## config.mk

```make
export PLATFORM = sky130hd
export DESIGN_NAME = pc_gen
export DESIGN_NICKNAME = d
export VERILOG_FILES = /design/src/rtl/pc_gen.sv
export SDC_FILE = /design/constraint.sdc
export NUM_CORES = 1
export LEC_CHECK = 0
export ABC_AREA = 1
export CAP_MARGIN = 20
export CORE_MARGIN = 2
export CORE_UTILIZATION = 40
export CTS_CLUSTER_DIAMETER = 30
export DETAILED_ROUTE_END_ITERATION = 8
export PLACE_DENSITY = 0.81
export RECOVER_POWER = 100
export SLEW_MARGIN = 20
export SYNTH_ARGS = -nofsm -noshare
export SYNTH_HDL_FRONTEND = slang
export SYNTH_SLANG_ARGS = --single-unit
```

## constraint.sdc

```tcl
create_clock -name clk -period 1.9 [get_ports clk]
set_clock_uncertainty 0.05 [all_clocks]
set_input_delay 0.19 -clock clk [delete_from_list [all_inputs] [get_ports clk]]
set_output_delay 0.19 -clock clk [all_outputs]
set_load 0.005 [all_outputs]
```

## src/rtl/pc_gen.sv

```systemverilog
// Fetch-stage program-counter generator: trap/stall/redirect priority, misaligned-target
// rejection, and an optional return-address stack enabled by defining PC_RAS_EN.
module pc_gen #(
  parameter int unsigned XLEN      = 32,
  parameter logic [XLEN-1:0] RESET_VEC = '0,
  parameter int unsigned INC       = 4,
  parameter int unsigned RAS_DEPTH = 4
) (
  input  logic            clk,
  input  logic            reset,
  input  logic            stall,
  input  logic            trap_valid,
  input  logic [XLEN-1:0] trap_target,
  input  logic            redirect_valid,
  input  logic [XLEN-1:0] redirect_target,
  input  logic            call,
  input  logic            ret,
  output logic [XLEN-1:0] pc_out,
  output logic [XLEN-1:0] pc_seq,
  output logic            misalign,
  output logic            ras_empty,
  output logic            ras_full
);

  localparam int unsigned LOW = $clog2(INC);

  logic [XLEN-1:0] pc_q, pc_d;
  logic            misalign_q, misalign_d;
  logic            trap_bad, redir_bad;

  assign pc_seq    = pc_q + XLEN'(INC);
  assign pc_out    = pc_q;
  assign misalign  = misalign_q;
  assign trap_bad  = |trap_target[LOW-1:0];
  assign redir_bad = |redirect_target[LOW-1:0];

`ifdef PC_RAS_EN
  localparam int unsigned PW = (RAS_DEPTH > 1) ? $clog2(RAS_DEPTH) : 1;
  localparam int unsigned CW = $clog2(RAS_DEPTH + 1);

  logic [XLEN-1:0] ras_q [RAS_DEPTH];
  logic [XLEN-1:0] ras_d [RAS_DEPTH];
  logic [PW-1:0]   tp_q, tp_d, tp_inc, tp_dec;
  logic [CW-1:0]   cnt_q, cnt_d;
  logic            has_entry, push_ok;

  // tp_q points at the current top entry; the buffer wraps so a push when
  // full silently overwrites the oldest return address.
  assign tp_inc    = (tp_q == PW'(RAS_DEPTH - 1)) ? '0 : tp_q + 1'b1;
  assign tp_dec    = (tp_q == '0) ? PW'(RAS_DEPTH - 1) : tp_q - 1'b1;
  assign has_entry = (cnt_q != '0);
  assign ras_empty = (cnt_q == '0);
  assign ras_full  = (cnt_q == CW'(RAS_DEPTH));
  assign push_ok   = call && !stall && !trap_valid && !(redirect_valid && redir_bad);

  always_comb begin
    pc_d       = pc_seq;
    misalign_d = 1'b0;
    ras_d      = ras_q;
    tp_d       = tp_q;
    cnt_d      = cnt_q;
    if (trap_valid) begin
      if (trap_bad) begin
        pc_d       = pc_q;
        misalign_d = 1'b1;
      end else begin
        pc_d  = trap_target;
        cnt_d = '0;
      end
    end else if (stall) begin
      pc_d = pc_q;
    end else if (redirect_valid && redir_bad) begin
      pc_d       = pc_q;
      misalign_d = 1'b1;
    end else begin
      if (redirect_valid)
        pc_d = redirect_target;
      else if (ret && has_entry)
        pc_d = ras_q[tp_q];
      // call+ret with a live top swaps the top in place; count unchanged
      if (push_ok && ret && !redirect_valid && has_entry) begin
        ras_d[tp_q] = pc_seq;
      end else if (push_ok) begin
        ras_d[tp_inc] = pc_seq;
        tp_d          = tp_inc;
        if (!ras_full) cnt_d = cnt_q + 1'b1;
      end else if (ret && !redirect_valid && has_entry) begin
        tp_d  = tp_dec;
        cnt_d = cnt_q - 1'b1;
      end
    end
  end

  always_ff @(posedge clk) begin
    if (reset) begin
      tp_q  <= '0;
      cnt_q <= '0;
    end else begin
      tp_q  <= tp_d;
      cnt_q <= cnt_d;
    end
    ras_q <= ras_d;
  end
`else
  logic unused_ras;
  assign unused_ras = ^{call, ret};
  assign ras_empty  = 1'b1;
  assign ras_full   = 1'b0;

  always_comb begin
    pc_d       = pc_seq;
    misalign_d = 1'b0;
    if (trap_valid) begin
      if (trap_bad) begin
        pc_d       = pc_q;
        misalign_d = 1'b1;
      end else begin
        pc_d = trap_target;
      end
    end else if (stall) begin
      pc_d = pc_q;
    end else if (redirect_valid) begin
      if (redir_bad) begin
        pc_d       = pc_q;
        misalign_d = 1'b1;
      end else begin
        pc_d = redirect_target;
      end
    end
  end
`endif

  always_ff @(posedge clk) begin
    if (reset) begin
      pc_q       <= RESET_VEC;
      misalign_q <= 1'b0;
    end else begin
      pc_q       <= pc_d;
      misalign_q <= misalign_d;
    end
  end

endmodule
```

==> summary.txt <==
Vias in the first global route -> 3784
Fmax achieved -> 503 MHz
Final Hold Vio Count -> 0
CP cell instances -> ha_4 -> nand2_4 -> nor2_4 -> nand2_4 -> buf_6 -> nor2_4 -> buf_6 -> nand2_2 -> nand2_1 -> nand2_1 -> buf_2
Fin cells -> 706
CTS tree -> done
Hold WC Path Type -> input pin to flip-flop
Core box area -> 6390 µm²
Placement Cell Area -> 4310 µm²
IO Port Bufs -> 133
CP max FO -> 3
Antenna violations before repair -> 0
Placed cell count -> 675
Status -> finished, violations left
Largest net degree at the start of global routing -> 45
Clock transition at the registers of the reported paths -> 0.07 ns
Tot Pwr -> 2.25 mW
Top-Level Pins -> 138
Leak pwr -> 2.17 nW
Layout cells sized above 1 -> 32.6%
Minimum clock period -> 1.99 ns
Worst-skew pair later-pin latency -> 0.29 ns
Post-route setup slack -> -0.0871 ns
Count leader, synth -> nand2_1
Failing checks -> setup timing
Unrepaired setup endpoints after global routing -> true
Setup CP Type -> flip-flop to output pin
Synthesized area -> 2670 µm²
GPL Wtd Cong -> 0.883
Final instance area -> 4830 µm²
Commonest register cell after synthesis -> dfxtp_1
Syn avg cell area -> 5.98 µm²
Cts hold-fix bufs -> 0
Sequential area share after synthesis -> 24.8%
Top cell type's share of synthesized area -> 24.8%
Die Footprint -> 7340 µm²
First-pass GRT wire length -> 16700 µm
Initial DRC Count -> 211
Syn_nets -> 518
Antenna fix cells -> 0
Global route overflow -> 0
Initial Util -> 41.8%
Area delta synth->final -> 81.0%
Die Height -> 85.6 µm
Final Max Slew Viols -> 0
Drc violations -> 0
Nets -> 702
Final setup fails -> 8
Cell family with most CP delay -> simple AND/OR/NAND/NOR gates
VDD IR max -> 357 µV
Crit path capture type -> output pin
Max Cap Violations -> 0
Critical path required time -> 1.66 ns
Pre-Repair DR Iteration Count -> 5
WL/cell -> 15.1 µm
Total GRT Usage -> 27.8%
Htree depth -> 2
Post-Syn Instances -> 446
CTS Buffer Depth -> 2
Via-to-Cell Ratio -> 5.16
DIE WIDTH -> 85.6 µm
FF+latch count, synth -> 33
Number of buffers and inverters on the critical path -> 3
Synth area leader -> dfxtp_1
Crit path DAT -> 1.75 ns
Dpl hpwl -> 7100 µm
Root buffer cell -> clkbuf_8
Post-route antenna net violation count -> 0
# rows -> 29
Clock Sinks -> 33
Post-synth EDFFs -> 0
Share of flip-flops with an asynchronous set or reset -> 0%
Setup TNS Final -> -0.329 ns
Power per cell area -> 466 nW/µm²
Max stage delay on crit path -> 0.37 ns
CP startpoint kind -> flip-flop
CP max-delay cell -> dfxtp_2
Netlist cell types -> 29
Crit share post-route -> 105%
Area contributors post-synth -> dfxtp_1, nand2_1, a21oi_1
DRT Wirelength -> 10600 µm
Vias -> 3644
Num CTS Buffers -> 5
Post-synth top cells -> nand2_1, a21oi_1, nor2_1, o21ai_0, dfxtp_1
Ys Warns -> 0
Util after Layout -> 75.6%
[power breakdown]
| part | leakage, nW | switching, mW | total (mW) | internal, mW |
|---|---|---|---|---|
| Sequential | 0.278 | 0.0782 | 0.839 | 0.760 |
| Combinational | 1.85 | 0.396 | 0.911 | 0.514 |
| Clock | 0.0399 | 0.261 | 0.502 | 0.241 |
| Total | 2.17 | 0.735 | 2.25 | 1.52 |
[final timing paths]
| path | cells past startpoint | slack, ns | endpoint | from |
|---|---|---|---|---|
| max | 11 | -0.09 | pc_seq[30] | pc_out[3]$_SDFFE_PP0P_ |
| min | 3 | 0.41 | pc_out[2]$_SDFFE_PP0P_ | trap_target[2] |
| max reg2reg | 15 | 0.08 | pc_out[25]$_SDFFE_PP0P_ | pc_out[3]$_SDFFE_PP0P_ |
| min reg2reg | 1 | 0.45 | pc_out[1]$_SDFFE_PP0P_ | pc_out[1]$_SDFFE_PP0P_ |
[area by class of cell]
type / count / area (µm²)
clock buffers: 5 / 68.8
fillers: 501 / 1560
clock inverters: 1 / 5.00
repair buffers: 202 / 1810
multi-input cells: 360 / 2050
inverters: 28 / 110
well taps: 77 / 96.3
flip-flops and latches: 33 / 681
[sequential cells by signal (all words and copies together), names as in the netlist]
name and flops:
misalign 1, pc_out 32
[logic make-up after synthesis]
family / after synthesis / synth area share (%)
xor gates and xnor gates: 14 / 4.88
DFF: 33 / 24.8
and+or+nand+nor: 241 / 41.3
adders and majority gates: 1 / 0.469
AOI/OAI and AO/OA: 102 / 19.7
other: 2 / 0.282
buffers and inverters: 53 / 8.59
[worst reg2reg max path, stage by stage, from the launching register on]
cell	delay [ns]
dfxtp_2	0.37
buf_6	0.12
nand2_4	0.05
nor2_4	0.13
nand2_4	0.11
nor2_4	0.15
buf_6	0.12
buf_6	0.09
nand2_2	0.04
nand2_1	0.05
nand2_1	0.07
buf_4	0.13
nand2_1	0.05
nand2_1	0.04
nand2_1	0.06
a21oi_1	0.06
[layout by cell type, fill, tap and decap left out, types with 9 or more instances in the layout]
master             n
a21oi_1           59
buf_2             12
buf_4             51
buf_6             18
clkbuf_2          10
clkdlybuf4s50_1   96
dfxtp_1           21
dfxtp_2           10
dlygate4sd3_1      9
inv_1             25
nand2_1          110
nand2_2           22
nand3_1           12
nor2_1            28
nor2_2            12
nor2_4            11
o21ai_0           33
or2_2             22
[metal layers]
layer | vias up | part of all wire (%) | global-route usage [%]
met5 | - | 0 | 0
met4 | 0 | 1.8 | 10.4
met3 | 21 | 6.9 | 5.58
met2 | 150 | 51 | 49.9
met1 | 1675 | 40 | 32.6
li1 | 1798 | - | -
[repair_timing]
item / in CTS / in global routing
endpoints found under the setup margin: 28 / 36
setup buffers: 19 / 12
gates resized for setup: 107 / 91
cloned: 0 / 0
pin swaps: 20 / 35
[per-stage QoR]
stage               setup slack, ns  hold WS, ns
floorplan                     0.326        0.209
detailed placement          -0.0985        0.449
CTS                          -0.225        0.408
global placement            -0.0658        0.437
finish                      -0.0871        0.405
global route                 -0.137        0.465
Note: power is estimated with default switching activity, not from simulation.
